File: config.mk
export PLATFORM = sky130hd
export DESIGN_NAME = store_write_ctrl
export DESIGN_NICKNAME = d
export VERILOG_FILES = /design/src/rtl/store_pkg.sv /design/src/rtl/sync_fifo.sv /design/src/rtl/store_write_ctrl.sv
export SDC_FILE = /design/constraint.sdc
export NUM_CORES = 1
export LEC_CHECK = 0
export CORE_UTILIZATION = 40
export CTS_CLUSTER_SIZE = 24
export DETAILED_ROUTE_END_ITERATION = 7
export DONT_BUFFER_PORTS = 1
export PLACE_DENSITY = 0.61
export SKIP_CTS_REPAIR_TIMING = 1
export SLEW_MARGIN = 20
export SYNTH_ARGS = -nofsm -noshare
export SYNTH_HDL_FRONTEND = slang
export SYNTH_SLANG_ARGS = --single-unit
File: constraint.sdc
create_clock -name PC -period 4.5 [get_ports PC]
set_input_delay 0.9 -clock PC [delete_from_list [all_inputs] [get_ports PC]]
set_output_delay 0.9 -clock PC [all_outputs]
set_load 0.01 [all_outputs]
File: src/rtl/store_pkg.sv
// Shared types for the data-side store path: store sizes and the queued request format.
package store_pkg;

    localparam int WORD_BYTES   = 4;
    localparam int STORE_ADDR_W = 8;

    typedef enum logic [1:0] {
        SZ_BYTE = 2'b00,
        SZ_HALF = 2'b01,
        SZ_WORD = 2'b10,
        SZ_ILL  = 2'b11
    } store_size_t;

    typedef struct packed {
        logic [STORE_ADDR_W-1:0] addr;
        logic [31:0]             data;
        store_size_t             size;
    } store_req_t;

    // Index of the final byte of a store (bytes - 1).
    function automatic logic [1:0] last_byte_idx(store_size_t s);
        case (s)
            SZ_BYTE: last_byte_idx = 2'd0;
            SZ_HALF: last_byte_idx = 2'd1;
            SZ_WORD: last_byte_idx = 2'(WORD_BYTES - 1);
            default: last_byte_idx = 2'd0;
        endcase
    endfunction

endpackage

File: src/rtl/sync_fifo.sv
// Single-clock FIFO with occupancy counter; a push is dropped while full even if a pop coincides.
module sync_fifo #(
    parameter int WIDTH = 8,
    parameter int DEPTH = 4
) (
    input  logic             clk,
    input  logic             rst_n,
    input  logic             push,
    input  logic [WIDTH-1:0] wdata,
    input  logic             pop,
    output logic [WIDTH-1:0] rdata,
    output logic             full,
    output logic             empty
);

    localparam int PW = $clog2(DEPTH);

    logic [PW-1:0]    wptr_q, wptr_d, rptr_q, rptr_d;
    logic [PW:0]      cnt_q, cnt_d;
    logic [WIDTH-1:0] mem_q [DEPTH];
    logic             push_ok, pop_ok;

    assign full    = (cnt_q == (PW+1)'(DEPTH));
    assign empty   = (cnt_q == '0);
    assign push_ok = push && !full;
    assign pop_ok  = pop && !empty;
    assign rdata   = mem_q[rptr_q];

    always_comb begin
        wptr_d = wptr_q;
        rptr_d = rptr_q;
        cnt_d  = cnt_q;
        if (push_ok) wptr_d = wptr_q + PW'(1);
        if (pop_ok)  rptr_d = rptr_q + PW'(1);
        if (push_ok && !pop_ok)      cnt_d = cnt_q + (PW+1)'(1);
        else if (pop_ok && !push_ok) cnt_d = cnt_q - (PW+1)'(1);
    end

    always_ff @(posedge clk or negedge rst_n) begin
        if (!rst_n) begin
            wptr_q <= '0;
            rptr_q <= '0;
            cnt_q  <= '0;
        end else begin
            wptr_q <= wptr_d;
            rptr_q <= rptr_d;
            cnt_q  <= cnt_d;
        end
    end

    always_ff @(posedge clk) begin
        if (push_ok) mem_q[wptr_q] <= wdata;
    end

endmodule

File: src/rtl/store_write_ctrl.sv
// Store path: queues CPU stores and drains each into little-endian byte writes, one per cycle.
// state  | meaning
// IDLE   | no store being written; pops the queue head when present
// WRITE  | driving one byte of the working store per cycle
module store_write_ctrl
    import store_pkg::*;
#(
    parameter int ADDR_WIDTH = 8,
    parameter int DATA_WIDTH = 8,
    parameter int DEPTH      = 4
) (
    input  logic                  PC,
    input  logic                  rst,
    input  logic                  req_valid,
    output logic                  req_ready,
    input  logic [ADDR_WIDTH-1:0] req_addr,
    input  logic [31:0]           req_data,
    input  logic [1:0]            req_size,
    output logic                  wr_en,
    output logic [ADDR_WIDTH-1:0] wr_addr,
    output logic [DATA_WIDTH-1:0] din,
    output logic                  busy,
    output logic                  err
);

    generate
        if (DATA_WIDTH != 8) begin : g_bad_data_width
            $error("store_write_ctrl: DATA_WIDTH must be 8 for the byte RAM");
        end
        if (ADDR_WIDTH != STORE_ADDR_W) begin : g_bad_addr_width
            $error("store_write_ctrl: ADDR_WIDTH must match store_pkg::STORE_ADDR_W");
        end
    endgenerate

    typedef enum logic {ST_IDLE, ST_WRITE} state_t;

    state_t                  state_q, state_d;
    logic [ADDR_WIDTH-1:0]   base_q, base_d;
    logic [31:0]             data_q, data_d;
    logic [1:0]              idx_q, idx_d;
    logic [1:0]              last_q, last_d;
    logic                    err_q, err_d;

    store_req_t push_req, head_req;
    logic       accept, legal, push, pop, fifo_full, fifo_empty;

    assign accept        = req_valid && req_ready;
    assign legal         = (req_size != SZ_ILL);
    assign push          = accept && legal;
    assign push_req.addr = req_addr;
    assign push_req.data = req_data;
    assign push_req.size = store_size_t'(req_size);

    sync_fifo #(
        .WIDTH ($bits(store_req_t)),
        .DEPTH (DEPTH)
    ) u_queue (
        .clk   (PC),
        .rst_n (rst),
        .push  (push),
        .wdata (push_req),
        .pop   (pop),
        .rdata (head_req),
        .full  (fifo_full),
        .empty (fifo_empty)
    );

    always_comb begin
        state_d = state_q;
        base_d  = base_q;
        data_d  = data_q;
        idx_d   = idx_q;
        last_d  = last_q;
        pop     = 1'b0;
        err_d   = accept && !legal;
        case (state_q)
            ST_IDLE: begin
                if (!fifo_empty) pop = 1'b1;
            end
            ST_WRITE: begin
                // idx is left at the final byte on the way to IDLE so wr_addr/din hold.
                if (idx_q == last_q) begin
                    if (!fifo_empty) pop = 1'b1;
                    else             state_d = ST_IDLE;
                end else begin
                    idx_d = idx_q + 2'd1;
                end
            end
            default: state_d = ST_IDLE;
        endcase
        if (pop) begin
            state_d = ST_WRITE;
            base_d  = head_req.addr;
            data_d  = head_req.data;
            idx_d   = 2'd0;
            last_d  = last_byte_idx(head_req.size);
        end
    end

    always_ff @(posedge PC or negedge rst) begin
        if (!rst) begin
            state_q <= ST_IDLE;
            base_q  <= '0;
            data_q  <= '0;
            idx_q   <= '0;
            last_q  <= '0;
            err_q   <= 1'b0;
        end else begin
            state_q <= state_d;
            base_q  <= base_d;
            data_q  <= data_d;
            idx_q   <= idx_d;
            last_q  <= last_d;
            err_q   <= err_d;
        end
    end

    assign wr_en     = (state_q == ST_WRITE);
    assign wr_addr   = base_q + ADDR_WIDTH'(idx_q);
    assign din       = data_q[{idx_q, 3'b000} +: 8];
    assign req_ready = !fifo_full;
    assign busy      = (state_q != ST_IDLE) || !fifo_empty;
    assign err       = err_q;

endmodule

# [After elaboration in Yosys (flattened, before gate mapping)]
# Memories as Yosys holds them, arrays and structs flattened.
# Cells that the tools add are included.
[totals] elab_cells=55 reg_bits=53 ramBits=168 out_inout_bits=20 in_bits=45 n_memories=1
[memory_table] name="u_queue.mem_q" words=4 word_bits=42 read_ports=1 rd_ports_with_merged_regs=0 wr=1 line_no="sync_fifo.sv:20" text="logic [WIDTH-1:0] mem_q [DEPTH];"
[classes] n_reduce_logical=17 n_eq_ne=6 shifts=1 n_mux=14 addsub=6 n_bitwise=1
[ops] operator="indexed part select 32 x 6 -> 8 bit" count=1
[ops] operator="adder 8 x 2 -> 8 bit" count=1
[ops] operator="logical AND 1 bit" count=7
[ops] operator="2-to-1 mux 1 bit" count=7
[ops] operator="adder 2 x 1 -> 2 bit, second input constant" count=3
[ops] operator="2-to-1 mux 2 bit" count=3
[ops] operator="2-to-1 mux 3 bit" count=2
[ops] operator="logical NOT 1 bit" count=5
[ops] operator="case mux 2 bit (2 select lines)" count=1
[ops] operator="nonzero test 2 bit" count=2
[ops] operator="adder 3 x 1 -> 3 bit, second input constant" count=1
[ops] operator="equality test 3 bit, second input constant" count=1
[ops] operator="logical NOT 3 bit" count=1
[ops] operator="subtractor 3 x 1 -> 3 bit, second input constant" count=1
[ops] operator="equality test 2 x 1 -> 1 bit, second input constant" count=1
[ops] operator="equality test 2 bit" count=1
[ops] operator="equality test 2 bit, second input constant" count=1
[ops] operator="inequality test 2 x 1 -> 1 bit, second input constant" count=1
[ops] operator="inequality test 2 bit, second input constant" count=1
[ops] operator="case mux 1 bit (2 select lines)" count=1
[ops] operator="AND reduction 2 bit" count=1
[ops] operator="logical OR 1 bit" count=1
[ops] operator="inverter 1 bit" count=1

# [Logic depth before layout (Yosys ltp)]
# Gate-level depths: netlist of the first run.
[logic_depth] ltp_word=9 ltp_mapped=11 ltp_nobuf=9

# [By module]
# From an unflattened synthesis of the first run, not the netlist that was laid out.
[unflattened] cells_unflattened=555 area_unflattened_um2=9387.8
[by_module_without_submodules] mod="sync_fifo" cells_per_inst=256 seq_area_each_um2=5220.0 area_each_um2=6547.5 n_inst=1
[by_module_without_submodules] mod="store_write_ctrl" cells_per_inst=299 seq_area_each_um2=1151.1 area_each_um2=2840.2 n_inst=1

# [Worst setup path before layout of the first run]
# No wires, ideal clock.
[synth_path] path_type="input-to-reg" startpoint="in req_valid" endpoint="mem u_queue.mem_q[0][0] (netlist bit) (enable)" t_arrival_ps=2359 required_ps=4097 n_path_buf=0 setup_slack_ps=1738 stages=3 setup_ps=403 cell_sequence="nand2_1 > a21oi_1 > and2_1"
[synth_via] elab_chain_cells=5
[synth_lines] item="start, declared" line_no="store_write_ctrl.sv:14" text="input logic req_valid,"
[synth_lines] item="logical AND 1 bit" line_no="store_write_ctrl.sv:47" text="assign accept = req_valid && req_ready;"
[synth_lines] item="logical AND 1 bit" line_no="store_write_ctrl.sv:49" text="assign push = accept && legal;"
[synth_lines] item="logical AND 1 bit" line_no="sync_fifo.sv:25" text="assign push_ok = push && !full;"
[synth_lines] item="net u_queue.push_ok" line_no="sync_fifo.sv:21" text="logic push_ok, pop_ok;"
[synth_lines] item="2-to-1 mux 1 bit" line_no="sync_fifo.sv:52" text="if (push_ok) mem_q[wptr_q] <= wdata;"
[synth_lines] item="2-to-1 mux 1 bit (not written as such)" line_no="sync_fifo.sv:52"
[synth_lines] item="end, declared" line_no="sync_fifo.sv:20"
# The timed path passes the listed nets, and every way through them passes these cells.

# [Worst setup path in the final report of the first run]
[layout_path] startpoint="reg idx_q[0]" endpoint="out wr_addr[6]"
[layout_via] elab_chain_cells=1
[layout_lines] item="start, declared" line_no="store_write_ctrl.sv:40" text="logic [1:0] idx_q, idx_d;"
[layout_lines] item="start signal, assigned" line_no="store_write_ctrl.sv:112" text="idx_q <= idx_d;"
[layout_lines] item="adder 8 x 2 -> 8 bit" line_no="store_write_ctrl.sv:119" text="assign wr_addr = base_q + ADDR_WIDTH'(idx_q);"
[layout_lines] item="end, declared" line_no="store_write_ctrl.sv:20" text="output logic [ADDR_WIDTH-1:0] wr_addr,"
# No other way between the ends.

==> flow_summary_export.csv, run 1 <==
group,metric,value,unit
status,status,"finished clean",
timing,final.min_clock_period,3.57,ns
critical_path,critical_path_class,"reg2out",
routing,first_pass_iters,4,
critical_path,worstReg2RegEnd,"u_queue.cnt_q[1]",
final_layout,finalNetCount,463,
critical_path,path_max_fanout,14,
cts,clockBufferDepth,3,
cts,htree_num_levels,1,
routing,ant_nets,0,
timing,tightest_slew,0.732,ns
timing,setup_viol,0,
global_routing,grt_max_degree,54,
placed_design,pre_cts_ws,1.41,ns
yosys,synth_top_family_by_area,"multiplexers",
yosys,syn_inst,394,
global_routing,use_met3,0.0415,
floorplanning,dieArea,22600,um2
critical_path,worst_ep_arrival_time,2.67,ns
yosys,synth_warnings,0,
global_routing,grt_pass1_wl,24400,um
critical_path,startpoint,"idx_q[0]",
worst_hold_path,hold_class,"in2async",
cts,cts-root-buf,"clkbuf_16",
cts,clk_latency,0.50,ns
yosys,synth_cell_types,32,
timing,min_period_over_period,0.793,
critical_path,rr_startpoint,"idx_q[0]",
floorplanning,die_w,150,um
timing,max_freq,0.280,GHz
timing,skew,0.0126,ns
cts,clock_sinks,221,
critical_path,reg2reg_depth,7,
final_layout,drive_gt1_frac,0.316,
yosys,synth_xor_area_frac,0.0139,
yosys,muxShareOfSynthArea,0.204,
timing,rsz0062_at_grt,"no",
routing,drt-total-wl,15800,um
pwr,p_leak,3.50,nW
yosys,synth-compound-area-share,0.00554,
yosys,ys_seq_elements,221,
yosys,async_flop_share,0.240,
yosys,syn_area,8810,um2
placed_design,dp_hpwl,9580,um
yosys,synthAdderAreaFrac,0.0159,
critical_path,endpoint_kind,"output port",
global_routing,grt-ovfl-total,0,
floorplanning,coreArea,21300,um2
cts,cts_tree,"yes",
timing,fin_tns_setup,0,ns
yosys,seq_area_frac_synth,0.723,
cts,cts_buffers,23,
floorplanning,pin_count,65,
routing,avgViaCountPerCell,5.24,
routing,drc,0,
timing,finalHoldViolations,0,
routing,drt_iter0_markers,200,
timing,slew_viol_final,0,
pwr,powerDensity,762,nW/um2
flow_run,cap_viol_max_count,0,
global_routing,grt_pass1_vias,4047,
yosys,syn_nets,449,
timing,slew_headroom,0.512,
critical_path,crit_end,"wr_addr[6]",
yosys,synth-main-ff-cell,"edfxtp_1",
critical_path,start_kind,"flip-flop",
global_routing,antenna_found_initial,0,
floorplanning,initial_core_util,0.414,
placed_design,io_buffer_count,0,
global_routing,grtUsageMet1,0.190,
yosys,synth-simple-area-share,0.0153,
final_layout,syn_to_final_growth,11.7,%
yosys,synth_edf_count,168,
critical_path,reg2reg_slack,1.49,ns
floorplanning,chipHeight,150,um
final_layout,diodes,0,
routing,wire_per_inst,22.6,um
routing,vias,3662,
timing,finalWorstSetupSlack,0.933,ns
timing,hold_ws,0.0992,ns
yosys,avgSynthCellArea,22.4,um2
global_routing,busiest_layer,"met2",
placed_design,place_congestion,0.687,
critical_path,cp_data_required_time,3.60,ns
floorplanning,rows,53,
cts,clk_pin_slew,0.06,ns
pwr,vdd_drop_max,0.000509,V
global_routing,grt.total_usage,0.147,
global_routing,grt_use_met2,0.244,
==> cells in the final DEF (no fill, tap or decap), types with 4 or more instances in the layout <==
master	instances
mux2_4	38
and2_2	4
ha_1	8
mux2_2	6
dfrtp_1	51
edfxtp_1	168
xor2_1	7
xnor2_1	7
inv_1	8
nand2_1	5
bufinv_16	4
mux4_2	40
mux4_1	10
nand3_1	4
clkbuf_16	23
buf_4	6
==> critical path, stage by stage, from the launching register on <==
cell	delay, ns
dfrtp_1	0.81
ha_1	0.29
inv_1	0.05
fa_1	0.41
nor2_1	0.19
nand3_1	0.11
xnor2_1	0.30
==> worst min-delay path by stage <==
stage          slack (ns)             start  cells after the start               end
3_5_place_dp         0.49         data_q[6]                      1         data_q[6]
4_1_cts              0.08               rst                      0         base_q[5]
3_3_place_gp         0.49         data_q[7]                      1         data_q[7]
2_1_floorplan        0.47  u_queue.cnt_q[2]                      1  u_queue.cnt_q[2]
5_1_grt              0.08               rst                      0        data_q[21]
6_report              0.1               rst                      0               err
==> cells in the mapped netlist, types with 3 or more instances <==
cell type / n / share of area
mux2_2: 6 / 0.0077
dfrtp_1: 53 / 0.15
xnor2_1: 7 / 0.0070
inv_1: 8 / 0.0034
buf_2: 6 / 0.0034
a21oi_1: 3 / 0.0017
mux2_4: 38 / 0.065
nand2_1: 5 / 0.0021
mux4_1: 10 / 0.030
buf_12: 4 / 0.0091
edfxtp_1: 168 / 0.57
ha_1: 8 / 0.011
xor2_1: 7 / 0.0070
nor2_1: 3 / 0.0013
mux4_2: 40 / 0.10
nand3_1: 4 / 0.0023
clkbuf_1: 3 / 0.0013
and2_1: 4 / 0.0028
==> state kept, by name, indices dropped and copies added, names as in the netlist <==
| register | flops |
|---|---|
| u_queue.mem_q | 168 |
| data_q | 32 |
| base_q | 8 |
| u_queue.cnt_q | 3 |
| idx_q | 2 |
| last_q | 2 |
| u_queue.rptr_q | 2 |
| u_queue.wptr_q | 2 |
| err | 1 |
| wr_en | 1 |
==> through the flow <==
| step | utilization | area [um2] | power (mW) | instances |
|---|---|---|---|---|
| finish | 0.463 | 9850 | 7.50 | 699 |
| global route | 0.463 | 9850 | 7.87 | 699 |
| CTS | 0.462 | 9840 | 7.61 | 699 |
| detailed placement | 0.425 | 9050 | 5.63 | 658 |
| global placement | 0.425 | 9050 | 5.55 | 658 |
| floorplan | - | 8810 | 5.23 | 394 |
==> routing by layer <==
| metal | vias up | part of all wire |
|---|---|---|
| li1 | 1610 | - |
| met1 | 1966 | 0.42 |
| met2 | 63 | 0.50 |
| met3 | 23 | 0.062 |
| met4 | 0 | 0.017 |
| met5 | - | 0 |
==> layout make-up <==
class / count / area [um2]
flip-flops and latches: 221 / 6380
clock buffers: 29 / 628
multi-input cells: 148 / 2250
clock inverters: 12 / 169
inverters: 8 / 30.0
repair buffers: 6 / 45.0
well taps: 275 / 344
fillers: 1680 / 11400
==> report_power, final <==
part / switching (mW) / internal (mW) / total [mW]
logic: 1.04 / 1.36 / 2.40
registers: 0.390 / 2.73 / 3.12
clock network: 0.757 / 1.22 / 1.98
==> cells by family after synthesis <==
family / Yosys count
DFF: 221
muxes: 94
buffers and inverters: 25
and+or+nand+nor: 23
xor gates and xnor gates: 14
adders and majority gates: 10
AOI/OAI and AO/OA: 7
(Power assumes the default switching activity.)
==> run 2, diff against run 1 <==
Settings changed: PLACE_DENSITY 0.61 to 0.63.
Clock period 4.5 ns to 3.2 ns, I/O delays scaled along.
==> flow_summary_export.csv, run 2 (same netlist as run 1, synthesis figures left out) <==
group,metric,value,unit
worst_hold_path,min-delay-start,"req_data[5]",
timing,final.min_clock_period,3.06,ns
final_layout,num-fill-cells,1713,
cts,htree_num_levels,1,
placed_design,dp_hpwl,9810,um
routing,first_pass_iters,4,
cts,clockBufferDepth,3,
timing,slew_viol_final,0,
routing,drt-total-wl,15700,um
placed_design,io_buffer_count,0,
routing,avgViaCountPerCell,5.21,
timing,min_period_over_period,0.956,
timing,slew_headroom,0.636,
timing,finalWorstSetupSlack,0.141,ns
routing,drc,0,
critical_path,endpoint_kind,"output port",
final_layout,largest_register,"u_queue.mem_q",
timing,tightest_slew,0.545,ns
final_layout,finalNonFillerCells,707,
cts,clock_sinks,221,
critical_path,critical_path_class,"reg2out",
final_layout,diodes,0,
critical_path,worst_ep_arrival_time,2.42,ns
final_layout,layout.cells.most_common,"edfxtp_1",
floorplanning,chipHeight,150,um
flow_run,cap_viol_max_count,0,
placed_design,dp_cells,665,
critical_path,path_cells,"inv_1 > fa_1 > nor2_1 > nand3_1 > xnor2_1",
timing,skew,0.0233,ns
global_routing,grt_pass1_vias,3978,
routing,drt_iter0_markers,182,
pwr,p_total,10.3,mW
routing,vias,3681,
final_layout,largestRegisters,"u_queue.mem_q (168), data_q (32), base_q (8)",
worst_hold_path,hold_class,"in2reg",
final_layout,multi_input_area,2250,um2
global_routing,antenna_found_initial,0,
floorplanning,dieArea,22600,um2
final_layout,seqCellArea,6370,um2
cts,cts_tree,"yes",
critical_path,start_kind,"flip-flop",
cts,cts-root-buf,"clkbuf_16",
floorplanning,coreArea,21300,um2
global_routing,grt_max_degree,54,
placed_design,place_congestion,0.687,
final_layout,layout_common_cells,"edfxtp_1, dfrtp_1, mux4_2",
timing,setup_viol,0,
cts,cts_buffers,22,
critical_path,startpoint,"idx_q[1]",
critical_path,cp_data_required_time,2.56,ns
routing,wire_per_inst,22.3,um
global_routing,grt.total_usage,0.145,
final_layout,largest_register_ffs,168,
global_routing,grt-ovfl-total,0,
final_layout,drive_gt1_frac,0.319,
global_routing,grt_pass1_wl,24000,um
pwr,powerDensity,1050,nW/um2
pwr,vdd_drop_max,0.000502,V
placed_design,pre_cts_ws,0.634,ns
floorplanning,pin_count,65,
critical_path,cp_slowest_stage_delay,0.68,ns
final_layout,syn_to_final_growth,11.7,%
cts,clk_pin_slew,0.06,ns
pwr,p_leak,3.51,nW
timing,max_freq,0.327,GHz
floorplanning,die_w,150,um
floorplanning,rows,53,
timing,rsz0062_at_grt,"no",
critical_path,path_max_fanout,11,
status,status,"finished clean",
final_layout,finalNetCount,471,
cts,clk_latency,0.51,ns
floorplanning,initial_core_util,0.414,
critical_path,rr_startpoint,"idx_q[1]",
timing,fin_tns_setup,0,ns
timing,finalHoldViolations,0,
critical_path,cp_slowest_cell,"dfrtp_1",
routing,ant_nets,0,
run 2: cell count changes in the layout (fill, tap and decap cells not counted), moves of 2 or more:
| cell | before | now |
|---|---|---|
| bufinv_16 | 4 | 2 |
| clkinv_2 | 2 | 4 |
| clkinv_1 | 3 | 8 |
| clkbuf_8 | 3 | 0 |
| clkbuf_1 | 3 | 1 |
| buf_4 | 6 | 12 |
run 2: worst max-delay path, delay by kind of cell, from the launching register on:
kind,cells,cell delay (ns)
adders and majority gates,1,0.48
xor gates and xnor gates,1,0.27
DFF,1,0.68
buffers and inverters,1,0.18
and+or+nand+nor,2,0.31
run 2: metal layers:
layer	global-route usage	part of all wire	vias up	wire (um)
li1	-	-	1632	-
met1	0.182	0.42	1951	6580
met2	0.247	0.50	75	7930
met3	0.0391	0.063	23	990
met4	0.0399	0.016	0	245
met5	0	0	-	0
run 2: per-stage QoR:
stage	util	area (um2)	hold slack, ns
finish	0.463	9850	0.221
global route	0.463	9850	0.199
CTS	0.461	9810	-0.199
detailed placement	0.428	9110	0.349
global placement	0.428	9110	0.349
floorplan	-	8810	0.344
run 2: path summary, 6_finish.rpt:
check	to	slack [ns]	cells past startpoint
min in group asynchronous	data_q[30]	0.70	2
min	u_queue.mem_q[2][7]	0.22	0
min reg2reg	data_q[7]	0.50	1
max reg2reg	u_queue.cnt_q[1]	0.62	7
max	wr_addr[6]	0.14	5
max in group asynchronous	u_queue.rptr_q[0]	2.24	2
run 2: final cells by class:
type                    count  area share
multi-input cells         148       0.229
well taps                 275      0.0349
clock inverters            17      0.0145
inverters                   8     0.00305
repair buffers             15      0.0150
clock buffers              23      0.0563
flip-flops and latches    221       0.647
run 2: where the power goes:
group / internal, mW / leakage (nW) / switching, mW
Combinational: 1.97 / 1.02 / 1.64
Clock: 1.42 / 0.340 / 1.03
Sequential: 3.84 / 2.15 / 0.406
Total: 7.23 / 3.51 / 3.08
